==> src/rtl/btn_event_ctrl_if.sv <==
// Event port between the button controller and its consumer.
// A valid/ready handshake carries one event (button index plus type) per transfer.
interface btn_event_ctrl_if #(
  parameter int unsigned BtnW = 2
) ();
  logic            evt_valid;
  logic            evt_ready;
  logic [BtnW-1:0] evt_btn;
  logic [1:0]      evt_type;

  modport master (
    output evt_valid,
    output evt_btn,
    output evt_type,
    input  evt_ready
  );

  modport slave (
    input  evt_valid,
    input  evt_btn,
    input  evt_type,
    output evt_ready
  );
endinterface

==> src/rtl/btn_event_ctrl.sv <==
// Front-panel push-button controller: shared sample tick, per-button debounce,
// press/release/long/repeat event FSMs and a round-robin event arbiter.
module btn_event_ctrl #(
  parameter int unsigned NUM_BTN      = 4,
  parameter int unsigned TICK_DIV     = 1000000,
  parameter int unsigned LONG_TICKS   = 50,
  parameter int unsigned REPEAT_TICKS = 10
) (
  input  logic                clk,
  input  logic                reset,
  input  logic [NUM_BTN-1:0]  btn_in,
  output logic                tick,
  output logic [NUM_BTN-1:0]  held,
  btn_event_ctrl_if.master    evt,
  output logic [NUM_BTN-1:0]  dropped,
  input  logic                clr_dropped
);

  localparam int unsigned BtnW  = (NUM_BTN > 1) ? $clog2(NUM_BTN) : 1;
  localparam int unsigned PreW  = $clog2(TICK_DIV);
  localparam int unsigned HcntW = $clog2(LONG_TICKS + 1);
  localparam int unsigned RcntW = $clog2(REPEAT_TICKS + 1);

  localparam logic [PreW-1:0] PreReload = PreW'(TICK_DIV - 1);

  localparam logic [1:0] StIdle = 2'd0;
  localparam logic [1:0] StDown = 2'd1;
  localparam logic [1:0] StRpt  = 2'd2;

  localparam logic [1:0] EvPress   = 2'd0;
  localparam logic [1:0] EvRelease = 2'd1;
  localparam logic [1:0] EvLong    = 2'd2;
  localparam logic [1:0] EvRepeat  = 2'd3;

  // Front end: synchronizer, prescaler, debounce
  logic [NUM_BTN-1:0] sync1_q, sync1_d;
  logic [NUM_BTN-1:0] sync2_q, sync2_d;
  logic [PreW-1:0]    pre_q, pre_d;
  logic               tick_q, tick_d;
  logic               fsm_en_q, fsm_en_d;
  logic [NUM_BTN-1:0] samp_q, samp_d;
  logic [NUM_BTN-1:0] held_q, held_d;
  logic [NUM_BTN-1:0] agree;

  // Per-button event FSMs
  logic [1:0]         state_q [NUM_BTN];
  logic [1:0]         state_d [NUM_BTN];
  logic [HcntW-1:0]   hcnt_q  [NUM_BTN];
  logic [HcntW-1:0]   hcnt_d  [NUM_BTN];
  logic [RcntW-1:0]   rcnt_q  [NUM_BTN];
  logic [RcntW-1:0]   rcnt_d  [NUM_BTN];
  logic [NUM_BTN-1:0] post_vld;
  logic [1:0]         post_type [NUM_BTN];

  // Pending slots, sticky drop flags, arbiter and output register
  logic [NUM_BTN-1:0] slot_vld_q, slot_vld_d;
  logic [1:0]         slot_type_q [NUM_BTN];
  logic [1:0]         slot_type_d [NUM_BTN];
  logic [NUM_BTN-1:0] drop;
  logic [NUM_BTN-1:0] dropped_q, dropped_d;
  logic [NUM_BTN-1:0] gnt_vec;
  logic               load_en;
  logic               found;
  logic [BtnW-1:0]    gnt_idx;
  logic [BtnW-1:0]    last_q, last_d;
  logic               evt_valid_q, evt_valid_d;
  logic [BtnW-1:0]    evt_btn_q, evt_btn_d;
  logic [1:0]         evt_type_q, evt_type_d;

  assign agree = ~(sync2_q ^ samp_q);

  always_comb begin : p_front
    sync1_d  = btn_in;
    sync2_d  = sync1_q;
    tick_d   = (pre_q == '0);
    pre_d    = tick_d ? PreReload : pre_q - 1'b1;
    fsm_en_d = tick_q;
    samp_d   = samp_q;
    held_d   = held_q;
    if (tick_q) begin
      samp_d = sync2_q;
      // A level is accepted only once two consecutive ticks agree on it
      held_d = (agree & sync2_q) | (~agree & held_q);
    end
  end

  always_comb begin : p_fsm
    for (int i = 0; i < NUM_BTN; i++) begin
      state_d[i]   = state_q[i];
      hcnt_d[i]    = hcnt_q[i];
      rcnt_d[i]    = rcnt_q[i];
      post_vld[i]  = 1'b0;
      post_type[i] = EvPress;
      if (fsm_en_q) begin
        case (state_q[i])
          StIdle: begin
            if (held_q[i]) begin
              post_vld[i]  = 1'b1;
              post_type[i] = EvPress;
              hcnt_d[i]    = '0;
              state_d[i]   = StDown;
            end
          end
          StDown: begin
            if (!held_q[i]) begin
              post_vld[i]  = 1'b1;
              post_type[i] = EvRelease;
              state_d[i]   = StIdle;
            end else begin
              hcnt_d[i] = hcnt_q[i] + 1'b1;
              if (32'(hcnt_q[i]) + 32'd1 == LONG_TICKS) begin
                post_vld[i]  = 1'b1;
                post_type[i] = EvLong;
                rcnt_d[i]    = '0;
                state_d[i]   = StRpt;
              end
            end
          end
          StRpt: begin
            if (!held_q[i]) begin
              post_vld[i]  = 1'b1;
              post_type[i] = EvRelease;
              state_d[i]   = StIdle;
            end else begin
              rcnt_d[i] = rcnt_q[i] + 1'b1;
              if (32'(rcnt_q[i]) + 32'd1 == REPEAT_TICKS) begin
                post_vld[i]  = 1'b1;
                post_type[i] = EvRepeat;
                rcnt_d[i]    = '0;
              end
            end
          end
          default: state_d[i] = StIdle;
        endcase
      end
    end
  end

  // Search starts just after the last granted button, wrapping modulo NUM_BTN
  always_comb begin : p_arb
    logic [BtnW-1:0] cand;
    int unsigned     sum;
    cand    = '0;
    sum     = 0;
    found   = 1'b0;
    gnt_idx = '0;
    for (int off = 1; off <= NUM_BTN; off++) begin
      sum = 32'(last_q) + 32'(off);
      if (sum >= NUM_BTN) begin
        sum = sum - NUM_BTN;
      end
      cand = BtnW'(sum);
      if (!found && slot_vld_q[cand]) begin
        found   = 1'b1;
        gnt_idx = cand;
      end
    end
  end

  assign load_en = !evt_valid_q || evt.evt_ready;

  always_comb begin : p_slot
    for (int i = 0; i < NUM_BTN; i++) begin
      gnt_vec[i]     = load_en && found && (gnt_idx == BtnW'(i));
      slot_vld_d[i]  = slot_vld_q[i] && !gnt_vec[i];
      slot_type_d[i] = slot_type_q[i];
      drop[i]        = 1'b0;
      if (post_vld[i]) begin
        // A slot being granted this cycle hands out its old event, so nothing is lost
        drop[i]        = slot_vld_q[i] && !gnt_vec[i];
        slot_vld_d[i]  = 1'b1;
        slot_type_d[i] = post_type[i];
      end
    end
    dropped_d = (clr_dropped ? '0 : dropped_q) | drop;
  end

  always_comb begin : p_out
    evt_valid_d = evt_valid_q;
    evt_btn_d   = evt_btn_q;
    evt_type_d  = evt_type_q;
    last_d      = last_q;
    if (load_en) begin
      evt_valid_d = found;
      if (found) begin
        evt_btn_d  = gnt_idx;
        evt_type_d = slot_type_q[gnt_idx];
        last_d     = gnt_idx;
      end
    end
  end

  always_ff @(posedge clk) begin : p_regs
    if (reset) begin
      sync1_q     <= '0;
      sync2_q     <= '0;
      pre_q       <= PreReload;
      tick_q      <= 1'b0;
      fsm_en_q    <= 1'b0;
      samp_q      <= '0;
      held_q      <= '0;
      slot_vld_q  <= '0;
      dropped_q   <= '0;
      last_q      <= BtnW'(NUM_BTN - 1);
      evt_valid_q <= 1'b0;
      evt_btn_q   <= '0;
      evt_type_q  <= EvPress;
      for (int i = 0; i < NUM_BTN; i++) begin
        state_q[i]     <= StIdle;
        hcnt_q[i]      <= '0;
        rcnt_q[i]      <= '0;
        slot_type_q[i] <= EvPress;
      end
    end else begin
      sync1_q     <= sync1_d;
      sync2_q     <= sync2_d;
      pre_q       <= pre_d;
      tick_q      <= tick_d;
      fsm_en_q    <= fsm_en_d;
      samp_q      <= samp_d;
      held_q      <= held_d;
      slot_vld_q  <= slot_vld_d;
      dropped_q   <= dropped_d;
      last_q      <= last_d;
      evt_valid_q <= evt_valid_d;
      evt_btn_q   <= evt_btn_d;
      evt_type_q  <= evt_type_d;
      for (int i = 0; i < NUM_BTN; i++) begin
        state_q[i]     <= state_d[i];
        hcnt_q[i]      <= hcnt_d[i];
        rcnt_q[i]      <= rcnt_d[i];
        slot_type_q[i] <= slot_type_d[i];
      end
    end
  end

  assign tick          = tick_q;
  assign held          = held_q;
  assign dropped       = dropped_q;
  assign evt.evt_valid = evt_valid_q;
  assign evt.evt_btn   = evt_btn_q;
  assign evt.evt_type  = evt_type_q;

endmodule

==> src/flat_wrapper.sv <==
// flat-port wrapper written by rule: the top's interface ports become plain ports
module btn_event_ctrl_flat 
#(
  parameter int unsigned NUM_BTN      = 4,
  parameter int unsigned TICK_DIV     = 1000000,
  parameter int unsigned LONG_TICKS   = 50,
  parameter int unsigned REPEAT_TICKS = 10
)
  (clk, reset, btn_in, tick, held, dropped, clr_dropped, evt_evt_valid, evt_evt_btn, evt_evt_type, evt_evt_ready);
  btn_event_ctrl_if #(.BtnW((2))) evt_i ();
  input  logic clk;
  input  logic reset;
  input  logic [NUM_BTN-1:0] btn_in;
  output logic tick;
  output logic [NUM_BTN-1:0] held;
  output logic [NUM_BTN-1:0] dropped;
  input  logic clr_dropped;
  output wire logic [$bits(evt_i.evt_valid)-1:0] evt_evt_valid;
  output wire logic [$bits(evt_i.evt_btn)-1:0] evt_evt_btn;
  output wire logic [$bits(evt_i.evt_type)-1:0] evt_evt_type;
  input wire logic [$bits(evt_i.evt_ready)-1:0] evt_evt_ready;
  assign evt_evt_valid = evt_i.evt_valid;
  assign evt_evt_btn = evt_i.evt_btn;
  assign evt_evt_type = evt_i.evt_type;
  assign evt_i.evt_ready = evt_evt_ready;
  btn_event_ctrl #(.NUM_BTN(NUM_BTN), .TICK_DIV(TICK_DIV), .LONG_TICKS(LONG_TICKS), .REPEAT_TICKS(REPEAT_TICKS)) u_core (.clk(clk), .reset(reset), .btn_in(btn_in), .tick(tick), .held(held), .evt(evt_i), .dropped(dropped), .clr_dropped(clr_dropped));
endmodule
==> config.mk <==
export PLATFORM = sky130hd
export DESIGN_NAME = btn_event_ctrl_flat
export DESIGN_NICKNAME = d
export VERILOG_FILES = /design/src/rtl/btn_event_ctrl_if.sv /design/src/rtl/btn_event_ctrl.sv /design/src/flat_wrapper.sv
export SDC_FILE = /design/constraint.sdc
export NUM_CORES = 1
export LEC_CHECK = 0
export CAP_MARGIN = 10
export CORE_UTILIZATION = 66
export CTS_CLUSTER_SIZE = 30
export DETAILED_ROUTE_END_ITERATION = 7
export PLACE_DENSITY_LB_ADDON = 0.05
export SETUP_SLACK_MARGIN = 0.15
export SYNTH_ARGS = -nofsm -noshare
export SYNTH_HDL_FRONTEND = slang
export SYNTH_SLANG_ARGS = --single-unit
==> constraint.sdc <==
create_clock -name clk -period 5.7 [get_ports clk]
set_input_delay 1.71 -clock clk [delete_from_list [all_inputs] [get_ports clk]]
set_output_delay 1.71 -clock clk [all_outputs]
set_load 0.1 [all_outputs]
==> results.md <==
- Initial antenna violation count: 0
- R2R setup slack: 2.83 ns
- Syn avg cell area: 8.21 µm²
- Synth area leader: dfxtp_1
- Comb power frac: 0.023
- # fillers: 713
- CTS tree: yes
- Number of diodes: 0
- Worst setup EP type: primary output
- Element type at the critical path start: flop
- Yosys top cell area share: 0.340
- Worst rel slew slack: 0.283
- Library cells used by synthesis: 76
- Gpl congestion: 0.833
- Die height: 96.9 µm
- Synth top area cells: dfxtp_1 34%, ha_1 6.9%, nor2_1 5.4%
- Clock-pin slew on the worst setup and hold paths: 0.10 ns
- Pint: 954 µW
- Crit path max-delay family: buffers and inverters
- Finished Layout Cells: 840
- DRT Wirelength: 11800 µm
- Most frequent cells in the layout: 101 x dfxtp_1, 86 x nor2_1, 73 x nand2_1
- Max Cap Viol: 0
- CTS max path bufs: 2
- Share of layout cells above drive strength 1: 0.0492
- Row count: 34
- # IOs: 22
- Vias in the first global route: 4611
- Clk_lat worst skew: 0.38 ns
- Post-Syn Nets: 765
- Critical path cell sequence: clkdlybuf4s50_1
- Cell area after synthesis: 5950 µm²
- Primary FF master, synth: dfxtp_1
- Clock power frac: 0.355
- Routed len/inst: 14.0 µm
- # hold bufs at CTS: 0
- Core footprint: 8720 µm²
- Leak: 2.35 nW
- Crit Path Max Fanout: 16
- CP max stage delay: 1.23 ns
- Final nets: 768
- Psw: 301 µW
- Via count: 5041
- Total CTS buffers: 9
- Setup repair bufs after CTS: 0
- H-tree levels: 3
- Area delta synth->final: 6.88%
- Clk root buf: clkbuf_8
- Dpl cells: 824
- Remaining Overflow, GRT: 0
- Post-route ant nets: 0
- Min Tclk post-route: 3.95 ns
- Post-synthesis cell count: 724
- Final setup fails: 0
- Power Density: 198 nW/µm²
- Largest net degree at the start of global routing: 84
- Final period util: 0.692
- CP max stage cell: clkdlybuf4s50_1
- Final Max Tran Viols: 0
- RSZ-0062 raised after global routing: no
- Crit path buffers/inverters: 1
- Sequential Power Share: 0.621
- Peak VDD IR: 0.000148 V
- Initial Util: 0.682
- Number of synthesized flops with an enable pin: 8
- Port bufs: 21
- Flops & latches, synth: 109
- WP data arrival: 2.24 ns
- Least-Margin Pin Slew: 1.07 ns
- Share of flip-flops with an asynchronous set or reset: 0
- Fin. Hold Viols: 0
- Drt first pass iters: 4
- HP Class: reg -> reg
- DRT iter0 DRCs: 276
- Chip width: 96.9 µm
- Multi-input gate area: 3430 µm²
- GR Util All Layers: 0.254
- Final TNS setup: 0 ns
- Dpl hpwl: 8120 µm
- Global-route wire length before repair: 20100 µm
- Crit Path Class: reg -> out
- Max Freq: 0.253 GHz
- CTS resizes: 0
- Die footprint: 9390 µm²
- Commonest non-fill, non-tap cell in the layout: dfxtp_1
- Status: complete, no violations
- Sequential area share after synthesis: 0.380
- Worst Skew: 0.0116 ns
- Drt via density: 6.00
- CP Data Required Time: 3.99 ns
- Sw frac: 0.240
- Synth warnings: 0
- Drt drc: 0
- Reg area: 2260 µm²
- TritonCTS Sinks: 109
[metal layers]
metal / track usage / part of all wire / vias to the layer above
met5: 0 / 0 / -
met4: 0.0838 / 0.018 / 0
met3: 0.0513 / 0.033 / 19
met2: 0.437 / 0.49 / 85
met1: 0.318 / 0.46 / 2365
li1: - / - / 2572
[power groups by stage]
stage | clock network (mW) | logic [mW] | registers [mW]
floorplan | 0 | 0.0204 | 0.796
global placement | 0 | 0.0286 | 0.797
detailed placement | 0 | 0.0297 | 0.798
CTS | 0.461 | 0.0298 | 0.780
global route | 0.483 | 0.0328 | 0.781
finish | 0.446 | 0.0294 | 0.780
[cells by family (layout without fill, tap and decap cells)]
kind of cell / after synthesis / in the layout / synth area share
xor gates and xnor gates: 20 / 20 / 0.0307
DFF: 109 / 109 / 0.380
buffers and inverters: 65 / 73 / 0.0429
AOI/OAI and AO/OA: 170 / 170 / 0.181
muxes: 20 / 20 / 0.0339
adders and majority gates: 33 / 33 / 0.0694
and+or+nand+nor: 307 / 307 / 0.262
[cell usage after synthesis (all sizes together) (8+ instances only)]
library cell,instances
xor2,9
dfxtp,101
o21ai,42
edfxtp,8
and2,8
inv,34
nor2b,18
a21o,8
nand3,28
and3,12
ha,33
nand3b,10
nor3,19
nand2b,13
xnor2,11
clkbuf,24
nor2,86
a31oi,8
nand2,74
mux2i,19
a21oi,55
[stage by stage]
stage / utilization / total power [mW] / worst slack (ns) / area, µm² / hold slack, ns
after detailed placement: 0.708 / 0.827 / 2.17 / 6170 / 0.407
after global routing: 0.729 / 1.30 / 1.67 / 6360 / 0.451
final: 0.729 / 1.26 / 1.75 / 6360 / 0.436
after floorplan: - / 0.816 / 2.99 / 5950 / 0.384
after global placement: 0.708 / 0.826 / 2.18 / 6170 / 0.395
after CTS: 0.729 / 1.27 / 1.74 / 6360 / 0.436
[flip-flops by register name, summed over array words and instances (netlist names), named ones only]
name	count
u_core.evt.evt_type	2
u_core.last_q	2
u_core.state_q	8
u_core.sync2_q	4
u_core.samp_q	4
u_core.dropped	4
u_core.sync1_q	4
u_core.tick	1
u_core.evt.evt_btn	2
u_core.slot_vld_q	4
u_core.hcnt_q	24
u_core.pre_q	20
u_core.fsm_en_q	1
u_core.rcnt_q	16
u_core.slot_type_q	8
u_core.evt.evt_valid	1
[area by class of cell]
type	instances	area share
Sequential cell	109	0.356
Clock inverter	6	0.00906
Timing Repair Buffer	22	0.0335
Tap cell	108	0.0213
Clock buffer	10	0.0201
Inverter	35	0.0207
Multi-Input combinational cell	550	0.540
[final timing paths]
| check | cells past startpoint | from | end |
|---|---|---|---|
| setup / recovery | 1 | flop | held[1] |
| hold / removal | 1 | u_core.pre_q[0] | u_core.pre_q[0] |
| setup reg to reg | 5 | u_core.fsm_en_q | u_core.rcnt_q[0][0] |
| hold reg to reg | 1 | u_core.pre_q[0] | u_core.pre_q[0] |
Power figures use the tool's default switching activity.
